File: src/rtl/timer_pkg.sv
// rtl/timer_pkg.sv - shared register map, bit positions and bus response codes for the timer
package timer_pkg;

    typedef enum logic [1:0] {
        REG_CTRL   = 2'd0,
        REG_LOAD   = 2'd1,
        REG_COUNT  = 2'd2,
        REG_STATUS = 2'd3
    } reg_sel_e;

    localparam logic [3:0] OFF_CTRL   = 4'h0;
    localparam logic [3:0] OFF_LOAD   = 4'h4;
    localparam logic [3:0] OFF_COUNT  = 4'h8;
    localparam logic [3:0] OFF_STATUS = 4'hC;

    localparam int CTRL_START_BIT  = 0;
    localparam int CTRL_STOP_BIT   = 1;
    localparam int CTRL_IE_BIT     = 2;
    localparam int STATUS_PEND_BIT = 0;

    localparam logic [1:0] RESP_OKAY = 2'b00;

    // Merge a write into an existing word, one byte lane per strobe bit.
    function automatic logic [31:0] apply_strb(input logic [31:0] old_val,
                                               input logic [31:0] new_val,
                                               input logic [3:0]  strb);
        logic [31:0] res;
        res = old_val;
        for (int i = 0; i < 4; i++) begin
            if (strb[i]) begin
                res[i*8 +: 8] = new_val[i*8 +: 8];
            end
        end
        return res;
    endfunction

endpackage

File: src/rtl/timer_axil_regs_if.sv
// rtl/timer_axil_regs_if.sv - AXI4-Lite register bus between interconnect and the timer register block
interface timer_axil_regs_if #(
    parameter int ADDR_W = 4,
    parameter int DATA_W = 32
);
    logic [ADDR_W-1:0]   awaddr;
    logic                awvalid;
    logic                awready;
    logic [DATA_W-1:0]   wdata;
    logic [DATA_W/8-1:0] wstrb;
    logic                wvalid;
    logic                wready;
    logic [1:0]          bresp;
    logic                bvalid;
    logic                bready;
    logic [ADDR_W-1:0]   araddr;
    logic                arvalid;
    logic                arready;
    logic [DATA_W-1:0]   rdata;
    logic [1:0]          rresp;
    logic                rvalid;
    logic                rready;

    modport master (
        output awaddr, awvalid, wdata, wstrb, wvalid, bready, araddr, arvalid, rready,
        input  awready, wready, bresp, bvalid, arready, rdata, rresp, rvalid
    );

    modport slave (
        input  awaddr, awvalid, wdata, wstrb, wvalid, bready, araddr, arvalid, rready,
        output awready, wready, bresp, bvalid, arready, rdata, rresp, rvalid
    );
endinterface

File: src/rtl/timer_axil_regs.sv
// rtl/timer_axil_regs.sv - AXI4-Lite register block for the 32-bit timer core
// Turns bus writes into start/stop pulses and a reload value; exposes count and a maskable W1C interrupt.
module timer_axil_regs
    import timer_pkg::*;
#(
    parameter int ADDR_W = 4,
    parameter int DATA_W = 32
) (
    input  logic              clk,
    input  logic              rstn,
    timer_axil_regs_if.slave  s,
    output logic              tmr_start,
    output logic              tmr_stop,
    output logic [DATA_W-1:0] tmr_load_val,
    input  logic [DATA_W-1:0] tmr_count,
    input  logic              tmr_irq,
    output logic              irq
);

    logic                ready_en;
    logic                aw_held;
    reg_sel_e            aw_sel;
    logic                w_held;
    logic [DATA_W-1:0]   w_data;
    logic [3:0]          w_strb;
    logic                bvalid_q;

    logic                ar_pend;
    reg_sel_e            ar_sel;
    logic [DATA_W-1:0]   count_snap;
    logic                rvalid_q;
    logic [DATA_W-1:0]   rdata_q;
    logic [DATA_W-1:0]   rd_mux;

    logic [DATA_W-1:0]   load_q;
    logic                ie_q;
    logic                pend_q;
    logic                tmr_irq_prev;
    logic                start_q;
    logic                stop_q;
    logic                irq_q;

    logic [ADDR_W-1:0]   awaddr_in;
    logic [ADDR_W-1:0]   araddr_in;
    logic                unused_addr_bits;

    logic                aw_hs;
    logic                w_hs;
    logic                ar_hs;
    logic                commit;
    logic                ctrl_wr;
    logic                status_wr;
    logic                pend_clr;
    logic                irq_rise;

    assign awaddr_in        = s.awaddr;
    assign araddr_in        = s.araddr;
    assign unused_addr_bits = ^{awaddr_in, araddr_in};

    // Readies stay low until the first edge after reset has been released.
    assign s.awready = ready_en && !aw_held && !bvalid_q;
    assign s.wready  = ready_en && !w_held  && !bvalid_q;
    assign s.arready = ready_en && !rvalid_q && !ar_pend;
    assign s.bvalid  = bvalid_q;
    assign s.bresp   = RESP_OKAY;
    assign s.rvalid  = rvalid_q;
    assign s.rdata   = rdata_q;
    assign s.rresp   = RESP_OKAY;

    assign aw_hs = s.awvalid && s.awready;
    assign w_hs  = s.wvalid  && s.wready;
    assign ar_hs = s.arvalid && s.arready;

    assign commit    = aw_held && w_held;
    assign ctrl_wr   = commit && (aw_sel == REG_CTRL)   && w_strb[0];
    assign status_wr = commit && (aw_sel == REG_STATUS) && w_strb[0];
    assign pend_clr  = status_wr && w_data[STATUS_PEND_BIT];
    assign irq_rise  = tmr_irq && !tmr_irq_prev;

    always_ff @(posedge clk or negedge rstn) begin
        if (!rstn) begin
            ready_en <= 1'b0;
        end else begin
            ready_en <= 1'b1;
        end
    end

    // Write path: AW and W are captured independently and retired together.
    always_ff @(posedge clk or negedge rstn) begin
        if (!rstn) begin
            aw_held  <= 1'b0;
            aw_sel   <= REG_CTRL;
            w_held   <= 1'b0;
            w_data   <= '0;
            w_strb   <= '0;
            bvalid_q <= 1'b0;
        end else begin
            if (aw_hs) begin
                aw_held <= 1'b1;
                aw_sel  <= reg_sel_e'(awaddr_in[3:2]);
            end
            if (w_hs) begin
                w_held <= 1'b1;
                w_data <= s.wdata;
                w_strb <= s.wstrb;
            end
            if (commit) begin
                aw_held  <= 1'b0;
                w_held   <= 1'b0;
                bvalid_q <= 1'b1;
            end else if (bvalid_q && s.bready) begin
                bvalid_q <= 1'b0;
            end
        end
    end

    always_ff @(posedge clk or negedge rstn) begin
        if (!rstn) begin
            load_q       <= '0;
            ie_q         <= 1'b0;
            start_q      <= 1'b0;
            stop_q       <= 1'b0;
            pend_q       <= 1'b0;
            tmr_irq_prev <= 1'b0;
            irq_q        <= 1'b0;
        end else begin
            start_q      <= 1'b0;
            stop_q       <= 1'b0;
            tmr_irq_prev <= tmr_irq;
            if (commit && aw_sel == REG_LOAD) begin
                load_q <= apply_strb(load_q, w_data, w_strb);
            end
            if (ctrl_wr) begin
                start_q <= w_data[CTRL_START_BIT];
                stop_q  <= w_data[CTRL_STOP_BIT];
                ie_q    <= w_data[CTRL_IE_BIT];
            end
            // A new rising edge wins over a coincident W1C so no event is lost.
            pend_q <= (pend_q && !pend_clr) || irq_rise;
            irq_q  <= pend_q && ie_q;
        end
    end

    always_comb begin
        rd_mux = '0;
        case (ar_sel)
            REG_CTRL:   rd_mux[CTRL_IE_BIT]     = ie_q;
            REG_LOAD:   rd_mux                  = load_q;
            REG_COUNT:  rd_mux                  = count_snap;
            REG_STATUS: rd_mux[STATUS_PEND_BIT] = pend_q;
            default:    rd_mux                  = '0;
        endcase
    end

    // Read path: count is snapshotted at the AR handshake, data returned the edge after.
    always_ff @(posedge clk or negedge rstn) begin
        if (!rstn) begin
            ar_pend    <= 1'b0;
            ar_sel     <= REG_CTRL;
            count_snap <= '0;
            rvalid_q   <= 1'b0;
            rdata_q    <= '0;
        end else begin
            if (ar_hs) begin
                ar_pend    <= 1'b1;
                ar_sel     <= reg_sel_e'(araddr_in[3:2]);
                count_snap <= tmr_count;
            end
            if (ar_pend) begin
                ar_pend  <= 1'b0;
                rvalid_q <= 1'b1;
                rdata_q  <= rd_mux;
            end else if (rvalid_q && s.rready) begin
                rvalid_q <= 1'b0;
            end
        end
    end

    assign tmr_start    = start_q;
    assign tmr_stop     = stop_q;
    assign tmr_load_val = load_q;
    assign irq          = irq_q;

endmodule

File: src/flat_wrapper.sv
// flat-port wrapper written by rule: the top's interface ports become plain ports
module timer_axil_regs_flat import timer_pkg::*;
#(
    parameter int ADDR_W = 4,
    parameter int DATA_W = 32
)
  (clk, rstn, tmr_start, tmr_stop, tmr_load_val, tmr_count, tmr_irq, irq, s_awaddr, s_awvalid, s_wdata, s_wstrb, s_wvalid, s_bready, s_araddr, s_arvalid, s_rready, s_awready, s_wready, s_bresp, s_bvalid, s_arready, s_rdata, s_rresp, s_rvalid);
  timer_axil_regs_if #(.ADDR_W(ADDR_W), .DATA_W(DATA_W)) s_i ();
  input  logic clk;
  input  logic rstn;
  output logic tmr_start;
  output logic tmr_stop;
  output logic [DATA_W-1:0] tmr_load_val;
  input  logic [DATA_W-1:0] tmr_count;
  input  logic tmr_irq;
  output logic irq;
  input wire logic [$bits(s_i.awaddr)-1:0] s_awaddr;
  input wire logic [$bits(s_i.awvalid)-1:0] s_awvalid;
  input wire logic [$bits(s_i.wdata)-1:0] s_wdata;
  input wire logic [$bits(s_i.wstrb)-1:0] s_wstrb;
  input wire logic [$bits(s_i.wvalid)-1:0] s_wvalid;
  input wire logic [$bits(s_i.bready)-1:0] s_bready;
  input wire logic [$bits(s_i.araddr)-1:0] s_araddr;
  input wire logic [$bits(s_i.arvalid)-1:0] s_arvalid;
  input wire logic [$bits(s_i.rready)-1:0] s_rready;
  output wire logic [$bits(s_i.awready)-1:0] s_awready;
  output wire logic [$bits(s_i.wready)-1:0] s_wready;
  output wire logic [$bits(s_i.bresp)-1:0] s_bresp;
  output wire logic [$bits(s_i.bvalid)-1:0] s_bvalid;
  output wire logic [$bits(s_i.arready)-1:0] s_arready;
  output wire logic [$bits(s_i.rdata)-1:0] s_rdata;
  output wire logic [$bits(s_i.rresp)-1:0] s_rresp;
  output wire logic [$bits(s_i.rvalid)-1:0] s_rvalid;
  assign s_i.awaddr = s_awaddr;
  assign s_i.awvalid = s_awvalid;
  assign s_i.wdata = s_wdata;
  assign s_i.wstrb = s_wstrb;
  assign s_i.wvalid = s_wvalid;
  assign s_i.bready = s_bready;
  assign s_i.araddr = s_araddr;
  assign s_i.arvalid = s_arvalid;
  assign s_i.rready = s_rready;
  assign s_awready = s_i.awready;
  assign s_wready = s_i.wready;
  assign s_bresp = s_i.bresp;
  assign s_bvalid = s_i.bvalid;
  assign s_arready = s_i.arready;
  assign s_rdata = s_i.rdata;
  assign s_rresp = s_i.rresp;
  assign s_rvalid = s_i.rvalid;
  timer_axil_regs #(.ADDR_W(ADDR_W), .DATA_W(DATA_W)) u_core (.clk(clk), .rstn(rstn), .s(s_i), .tmr_start(tmr_start), .tmr_stop(tmr_stop), .tmr_load_val(tmr_load_val), .tmr_count(tmr_count), .tmr_irq(tmr_irq), .irq(irq));
endmodule
File: config.mk
export PLATFORM = sky130hd
export DESIGN_NAME = timer_axil_regs_flat
export DESIGN_NICKNAME = d
export VERILOG_FILES = /design/src/rtl/timer_pkg.sv /design/src/rtl/timer_axil_regs_if.sv /design/src/rtl/timer_axil_regs.sv /design/src/flat_wrapper.sv
export SDC_FILE = /design/constraint.sdc
export NUM_CORES = 1
export LEC_CHECK = 0
export CORE_ASPECT_RATIO = 1.75
export CORE_UTILIZATION = 53
export CTS_CLUSTER_SIZE = 28
export DETAILED_ROUTE_END_ITERATION = 7
export PLACE_DENSITY_LB_ADDON = 0.1
export SLEW_MARGIN = 5
export SYNTH_ARGS = -nofsm -noshare
export SYNTH_HDL_FRONTEND = slang
export SYNTH_SLANG_ARGS = --single-unit
export TNS_END_PERCENT = 100
File: constraint.sdc
create_clock -name clk -period 2.7 [get_ports clk]
set_input_delay 0.54 -clock clk [delete_from_list [all_inputs] [get_ports clk]]
set_output_delay 0.54 -clock clk [all_outputs]
set_load 0.02 [all_outputs]
-- Word-level counts from Yosys, hierarchy flattened
Index checks and enable logic that the tools add are counted.
Widths: inputs -> output; s select.
- bits in registers: 148
- output and inout port bits: 76
- reduce and logical (&&, ||, !) cells: 39
- equality and inequality tests: 5
- multiplexer cells: 16
- operators with widths (cell ; number):
    $pmux 29 s2 ; 1
    $logic_and 1x1->1 ; 21
    $mux 1 ; 12
    $reduce_and 2->1 ; 4
    $reduce_bool 2->1 ; 4
    $logic_not 1->1 ; 7
    $eq 2x2->1 const B ; 3
    $pmux 1 s3 ; 2
    $eq 2x1->1 const B ; 2
    $logic_not 2->1 ; 2
    $pmux 1 s2 ; 1
    $logic_or 1x1->1 ; 1

-- Depth between registers and ports, before layout
Gate-level depths: netlist of the first run.
- word-level depth: 7
- mapped depth: 6

-- Least setup slack after synthesis of the first run
OpenSTA, ideal clock, no wires.
- path type: register to register
- start point: reg u_core.bvalid_q, in the netlist u_core.s.bvalid
- end point: reg u_core.w_data[10]
- slack: 0.943 ns
- arrival time: 1.632 ns
- data required time: 2.575 ns
- cell stages (with the launch flop): 6
- clock period less this slack: 1.757 ns
- cells stage by stage: dfrtp_1 > nor3b_2 > and2_4 > buf_12 > buf_12 > mux2_4
- word-level cells in the longest chain between the ends: 3
- RTL lines (item ; line ; source):
    start, declared ; timer_axil_regs.sv:26 ; logic bvalid_q;
    start signal, assigned ; timer_axil_regs.sv:96 ; bvalid_q <= 1'b0;
    start signal, assigned ; timer_axil_regs.sv:110 ; bvalid_q <= 1'b1;
    start signal, assigned ; timer_axil_regs.sv:112 ; bvalid_q <= 1'b0;
    $logic_not 1->1 ; timer_axil_regs.sv:62 ; assign s.wready = ready_en && !w_held && !bvalid_q;
    $logic_and 1x1->1 ; timer_axil_regs.sv:62 ;
    net s_wready ; flat_wrapper.sv:27 ; output wire logic [$bits(s_i.wready)-1:0] s_wready;
    $logic_and 1x1->1 ; timer_axil_regs.sv:71 ; assign w_hs = s.wvalid && s.wready;
    end signal, assigned ; timer_axil_regs.sv:104 ; w_data <= s.wdata;
    end, declared ; timer_axil_regs.sv:24 ; logic [DATA_W-1:0] w_data;
The timed path passes the listed nets, and every way through them passes these cells.
A chain may end at the register's enable or synchronous reset.

-- Worst setup path after layout of the first run
- start point: reg u_core.rvalid_q, in the netlist u_core.s.rvalid
- end point: out s_arready
- word-level cells in the longest chain between the ends: 3
- RTL lines (item ; line ; source):
    start, declared ; timer_axil_regs.sv:31 ; logic rvalid_q;
    start signal, assigned ; timer_axil_regs.sv:161 ; rvalid_q <= 1'b0;
    start signal, assigned ; timer_axil_regs.sv:171 ; rvalid_q <= 1'b1;
    start signal, assigned ; timer_axil_regs.sv:174 ; rvalid_q <= 1'b0;
    $logic_not 1->1 ; timer_axil_regs.sv:63 ; assign s.arready = ready_en && !rvalid_q && !ar_pend;
    $logic_and 1x1->1 (2 in series) ; timer_axil_regs.sv:63 ;
    end, declared ; flat_wrapper.sv:30 ; output wire logic [$bits(s_i.arready)-1:0] s_arready;
Every way passes these cells.

==> metrics.txt, run 1 <==
Yosys reg bits=around 150; GP Congestion=0.805; Final Hold Vio Count=0; largest family of logic cells by synthesized area=multiplexers; RSZ-0062 raised after global routing=false; Post-Synth Adder-Cell Area=0.0118; clock group share of total power=0.273; die height=between 100 and 150 um; root buf cell=clkbuf_16; Hold Path Class=in -> async; Post-synth EDFFs=0; fmax=between 400 and 500 MHz; Worst-Margin Slew=0.927 ns; IO buf count=roughly 150; Worst Hold Slack=about 0.054 ns; VDD IR max=about 690 uV; routed via count=a little under 4000; initial antenna violation count=0; Cells after DPL=690; sequential power share=0.404; Worst-path clk slew=0.07 ns; half-perimeter wire length after placement=9510 um; synth warn=0; synthesized cell area=between 6000 and 7000 um2; Slew Limit Fails=0; share of cells above drive strength 1=0.257; power share of the combinational group=0.323; Rel. slew slack=0.382; CTS buffer count=17; clock tree buffer depth=2; H-tree levels=4; CP Class=reg -> out; R2R depth=5; final worst-path cycle share=0.867; clk sinks=approximately 150; switching portion of total power=0.315; FF-to-FF setup slack=0.65 ns; Yosys top cell by area=dfrtp_1; CP Capture Type=output pin; diode count=0; io pins=between 150 and 200; WL/cell=19.9 um; Synth Instances=416; post-route setup TNS=0 ns; mux contribution to synthesized area=0.234; P per Cell Area=approximately 1000 nW/um2; cts repair resizes=0; crit start category=register; vias in the first global route=~4300; die width=about 85 um; fillcell total=a little under 800; CP required=between 2 and 2.5 ns; Core Box Area=11600 um2; non-filler cells, final=between 700 and 800; R2R Path End=u_core.s.rdata[20]; Total Wirelength=roughly 14000 um; failing checks=DRC; Synth Area in Compound Gates=0.0754; DRC viols=10; Pre-Repair DR Iteration Count=6; Final nets=664; post-layout util=0.735; Pint=around 6 mW; leakage=roughly 3.8 nW; Yosys top cell area share=0.584; grt ovf=0; CTS Hold Bufs=0; largest net degree at the start of global routing=52; Starting Density=0.548; full die area=12400 um2; post-route minimum period=approximately 2.3 ns; Fin Clk Skew=~0.0072 ns; Max Cap Viol=0; TritonCTS clock tree=built; Psw=2.79 mW; vias per cell=around 5.5; Max FO, Critical Path=4; Multi-input gate area=2270 um2; Most used DFF post-synth=dfrtp_1; Arr. time, crit path=1.80 ns; Clock Latency Late Sink=just over 0.4 ns; setup repair bufs after CTS=0; GRT Util Overall=0.244; fraction of registers with async set/reset=1.00; post-synth cell types=28; Final setup viols=0; FF-to-FF Start=u_core.ar_sel[1]; register area share after synthesis=0.584; Starting DRT DRC Count=about 200; Area contributors post-synth=dfrtp_1 58%, mux2_4 19%, a22oi_1 3.6%; DRT antenna net count=0; Layout Area Growth over Synthesis=34.3%; Synth Area in Simple Gates=0.0333; # rows=52; Register Area=around 3700 um2; first-pass GRT wire length=between 20000 and 25000 um; Tot Pwr=a little under 9 mW; status=complete, but fails checks; Synth Area in XOR/XNOR=0; post-synthesis area per instance=approximately 15 um2
## cell usage after synthesis, drive strengths merged, types with 3 or more instances
library cell  count
dfrtp           148
ha                6
o21ai             6
nand2             9
mux2            105
o22ai            30
a22oi            30
inv              36
nor3b             3
and2              4
buf              14
clkbuf           12
## cell usage in the layout (no fill, tap or decap), types with 2 or more instances in the layout
| cell | netlist | layout |
|---|---|---|
| ha_1 | 6 | 6 |
| a222oi_1 | 2 | 2 |
| dfrtp_1 | 148 | 148 |
| nand2_8 | 4 | 4 |
| mux2_1 | 5 | 5 |
| conb_1 | 2 | 5 |
| clkbuf_16 | 0 | 17 |
| nor3b_1 | 2 | 2 |
| nand3_1 | 2 | 2 |
| buf_4 | 4 | 8 |
| mux2_4 | 81 | 81 |
| o22ai_1 | 30 | 30 |
| inv_6 | 0 | 8 |
| inv_8 | 0 | 3 |
| clkdlybuf4s50_1 | 0 | 150 |
| buf_12 | 6 | 3 |
| mux2_2 | 19 | 19 |
| and2_1 | 3 | 3 |
| nand2_1 | 5 | 5 |
| a22oi_1 | 30 | 30 |
| inv_1 | 36 | 36 |
| bufinv_16 | 0 | 2 |
| nor2_1 | 2 | 2 |
| o21ai_0 | 6 | 6 |
| a21o_1 | 2 | 2 |
## cells by family after synthesis
kind of cell,Yosys count
other,2
and+or+nand+nor,23
muxes,105
AOI/OAI and AO/OA,70
adders and majority gates,6
buffers and inverters,62
DFF,148
## registers in the layout (all words and copies together), names as in the netlist
signal and cells:
u_core.count_snap 32, u_core.s.rdata 32, u_core.tmr_load_val 32, u_core.w_data 32, u_core.w_strb 4, u_core.ar_sel 2
u_core.aw_sel 2, u_core.ar_pend 1, u_core.aw_held 1, u_core.ie_q 1, u_core.irq 1, u_core.pend_q 1
u_core.ready_en 1, u_core.s.bvalid 1, u_core.s.rvalid 1, u_core.tmr_irq_prev 1, u_core.tmr_start 1, u_core.tmr_stop 1
u_core.w_held 1
## final cells by class
class / instances / share of cell area
flip-flops and latches: 148 / 0.435
multi-input cells: 209 / 0.267
repair buffers: 162 / 0.192
clock buffers: 17 / 0.0500
clock inverters: 15 / 0.0212
well taps: 135 / 0.0198
inverters: 36 / 0.0159
## layer usage
| metal | up-vias | share of wire | track usage |
|---|---|---|---|
| met5 | - | 0 | 0 |
| met4 | 0 | 0.036 | 0.111 |
| met3 | 34 | 0.050 | 0.0596 |
| met2 | 134 | 0.53 | 0.424 |
| met1 | 2031 | 0.39 | 0.284 |
| li1 | 1778 | - | - |
## per-stage QoR
step           cell area [um2]  setup WS [ns]
5_1_grt                   8520          0.291
4_1_cts                   8520          0.330
3_3_place_gp              7910          0.685
3_5_place_dp              7910          0.638
6_report                  8520          0.360
2_1_floorplan             6350          0.943
## critical path, stage by stage (launching register included)
cell	delay, ns
dfrtp_1	0.44
nor3b_1	0.25
clkdlybuf4s50_1	0.70
## worst max path at each step
stage,from,to,slack [ns],cells past startpoint
2_1_floorplan,u_core.s.bvalid,u_core.w_data[10],0.94,5
3_3_place_gp,s_arvalid,u_core.count_snap[12],0.68,4
4_1_cts,u_core.s.rvalid,s_arready,0.33,2
5_1_grt,u_core.aw_held,s_awready,0.29,2
3_5_place_dp,u_core.ar_sel[1],u_core.s.rdata[11],0.64,5
6_report,u_core.s.rvalid,s_arready,0.36,2
## power groups by stage
stage	logic [mW]	clock network, mW	registers, mW
2_1_floorplan	1.46	0	3.84
3_3_place_gp	2.80	0	3.55
3_5_place_dp	2.86	0	3.59
4_1_cts	2.89	2.46	3.57
5_1_grt	3.04	2.55	3.66
6_report	2.87	2.42	3.58
Note: power is estimated with default switching activity, not from simulation.
==> run 2, diff against run 1 <==
--- a/config.mk
+++ b/config.mk
@@ -5,7 +5,7 @@
 export SDC_FILE = /design/constraint.sdc
 export NUM_CORES = 1
 export LEC_CHECK = 0
-export CORE_ASPECT_RATIO = 1.75
+export CORE_ASPECT_RATIO = 0.8
 export CORE_UTILIZATION = 53
 export CTS_CLUSTER_SIZE = 28
 export DETAILED_ROUTE_END_ITERATION = 7
==> metrics.txt, run 2 (synthesis gave the netlist of run 1 again) <==
delay-heaviest family, CP=buffers and inverters (unchanged); Worst-Margin Slew=0.810 ns (was 0.927 ns); Core Box Area=11600 um2 (about the same); CP Capture Type=output pin (unchanged); Cell Chain, Critical Path=nor3b_1 > clkdlybuf4s50_1 (unchanged); CTS buffer count=17 (unchanged); Final Hold Vio Count=0 (unchanged); DR WL met2=6780 um (was 7530 um); number of buffers and inverters on the critical path=1 (unchanged); Multi-input gate area=2270 um2 (unchanged); P per Cell Area=1030 nW/um2 (was 1040 nW/um2); final worst-path cycle share=0.845 (was 0.867); Max FO, Critical Path=5 (was 4); setup repair bufs after CTS=0 (unchanged); clk sinks=148 (unchanged); Total Wirelength=14100 um (was 14300 um); DRC viols=0 (was 10); clock tree buffer depth=2 (unchanged); grt ovf=0 (unchanged); CP Class=reg -> out (unchanged); FF-to-FF setup slack=0.79 ns (was 0.65 ns); fmax=438 MHz (was 427 MHz); commonest non-fill, non-tap cell in the layout=clkdlybuf4s50_1 (unchanged); DRT antenna net count=0 (unchanged); Pre-Repair DR Iteration Count=4 (was 6); crit start category=register (unchanged); WL/cell=19.2 um (was 19.9 um); Arr. time, crit path=1.74 ns (was 1.80 ns); RSZ-0062 raised after global routing=false (unchanged); Starting DRT DRC Count=146 (was 196); routed via count=3919 (was 3977); commonest non-fill, non-tap cells in the layout=150 x clkdlybuf4s50_1, 148 x dfrtp_1, 81 x mux2_4 (unchanged); H-tree levels=4 (unchanged); Max Cap Viol=0 (unchanged); CP required=2.16 ns (about the same); R2R Path End=u_core.s.rdata[16] (was u_core.s.rdata[20]); IO buf count=151 (unchanged); Cells after DPL=701 (was 690); leakage=3.80 nW (was 3.82 nW); Layout Area Growth over Synthesis=34.1% (was 34.3%); VDD IR max=572 uV (was 687 uV); Tot Pwr=8.73 mW (was 8.86 mW); worst slack, placed=0.609 ns (was 0.638 ns); fin area=8500 um2 (was 8520 um2); Clock Latency Late Sink=0.41 ns (about the same); GRT Util Overall=0.245 (was 0.244); die width=124 um (was 84.7 um); Rel. slew slack=0.460 (was 0.382); vias in the first global route=4228 (was 4312); first-pass GRT wire length=23000 um (was 22900 um); largest net degree at the start of global routing=60 (was 52); Max stage delay cell, worst path=clkdlybuf4s50_1 (unchanged); Slew Limit Fails=0 (unchanged); final setup margin=0.419 ns (was 0.360 ns); Placed Area=7920 um2 (was 7910 um2); routed metal-1 wire length=6360 um (was 5580 um); Final nets=662 (was 664); DR top layer=met4 (unchanged); Hold Path Class=in -> async (unchanged); # rows=35 (was 52); max incr delay on CP=0.65 ns (was 0.70 ns); status=finished, final reports clean (was complete, but fails checks); Worst Hold Slack=0.0875 ns (was 0.0537 ns); CTS Hold Bufs=0 (unchanged); R2R depth=5 (unchanged); initial antenna violation count=0 (unchanged); io pins=160 (unchanged); diode count=0 (unchanged); post-route minimum period=2.28 ns (was 2.34 ns); die height=99.8 um (was 147 um); Fin Clk Skew=0.0102 ns (was 0.00715 ns); post-route setup TNS=0 ns (unchanged); GP Congestion=0.746 (was 0.805); half-perimeter wire length after placement=9140 um (was 9510 um); fillcell total=743 (was 790); met3 routed WL=780 um (was 714 um); TritonCTS clock tree=built (unchanged); vias per cell=5.35 (was 5.51); Starting Density=0.546 (was 0.548); Register Area=3700 um2 (unchanged); Worst-path clk slew=0.06 ns (was 0.07 ns); root buf cell=clkbuf_16 (unchanged); post-layout util=0.733 (was 0.735); non-filler cells, final=732 (was 722); full die area=12400 um2 (about the same); share of cells above drive strength 1=0.248 (was 0.257); FF-to-FF Start=u_core.ar_sel[1] (unchanged); cts repair resizes=0 (unchanged); Final setup viols=0 (unchanged)
[run 2: cell type report]
| cell class | count | area share |
|---|---|---|
| flip-flops and latches | 148 | 0.436 |
| multi-input cells | 209 | 0.267 |
| repair buffers | 160 | 0.192 |
| clock buffers | 23 | 0.0562 |
| well taps | 148 | 0.0218 |
| inverters | 36 | 0.0159 |
| clock inverters | 8 | 0.0118 |
[run 2: per-layer routing]
layer | up-vias | track usage
met5 | - | 0
met4 | 0 | 0.0751
met3 | 13 | 0.0757
met2 | 117 | 0.394
met1 | 2014 | 0.322
li1 | 1775 | -
[run 2: worst max path at each step]
stage | startpoint | cells after the start | slack [ns] | end
floorplan | u_core.s.bvalid | 5 | 0.94 | u_core.w_data[10]
global placement | s_wvalid | 4 | 0.65 | u_core.w_strb[3]
detailed placement | s_arvalid | 4 | 0.61 | u_core.count_snap[12]
CTS | u_core.aw_held | 2 | 0.39 | s_awready
global route | u_core.aw_held | 2 | 0.34 | s_awready
finish | u_core.aw_held | 2 | 0.42 | s_awready
[run 2: power by group]
group / switching, mW / total, mW / internal [mW]
combinational: 1.17 / 2.85 / 1.68
sequential: 0.594 / 3.58 / 2.99
clock: 0.867 / 2.30 / 1.43
total: 2.63 / 8.73 / 6.10
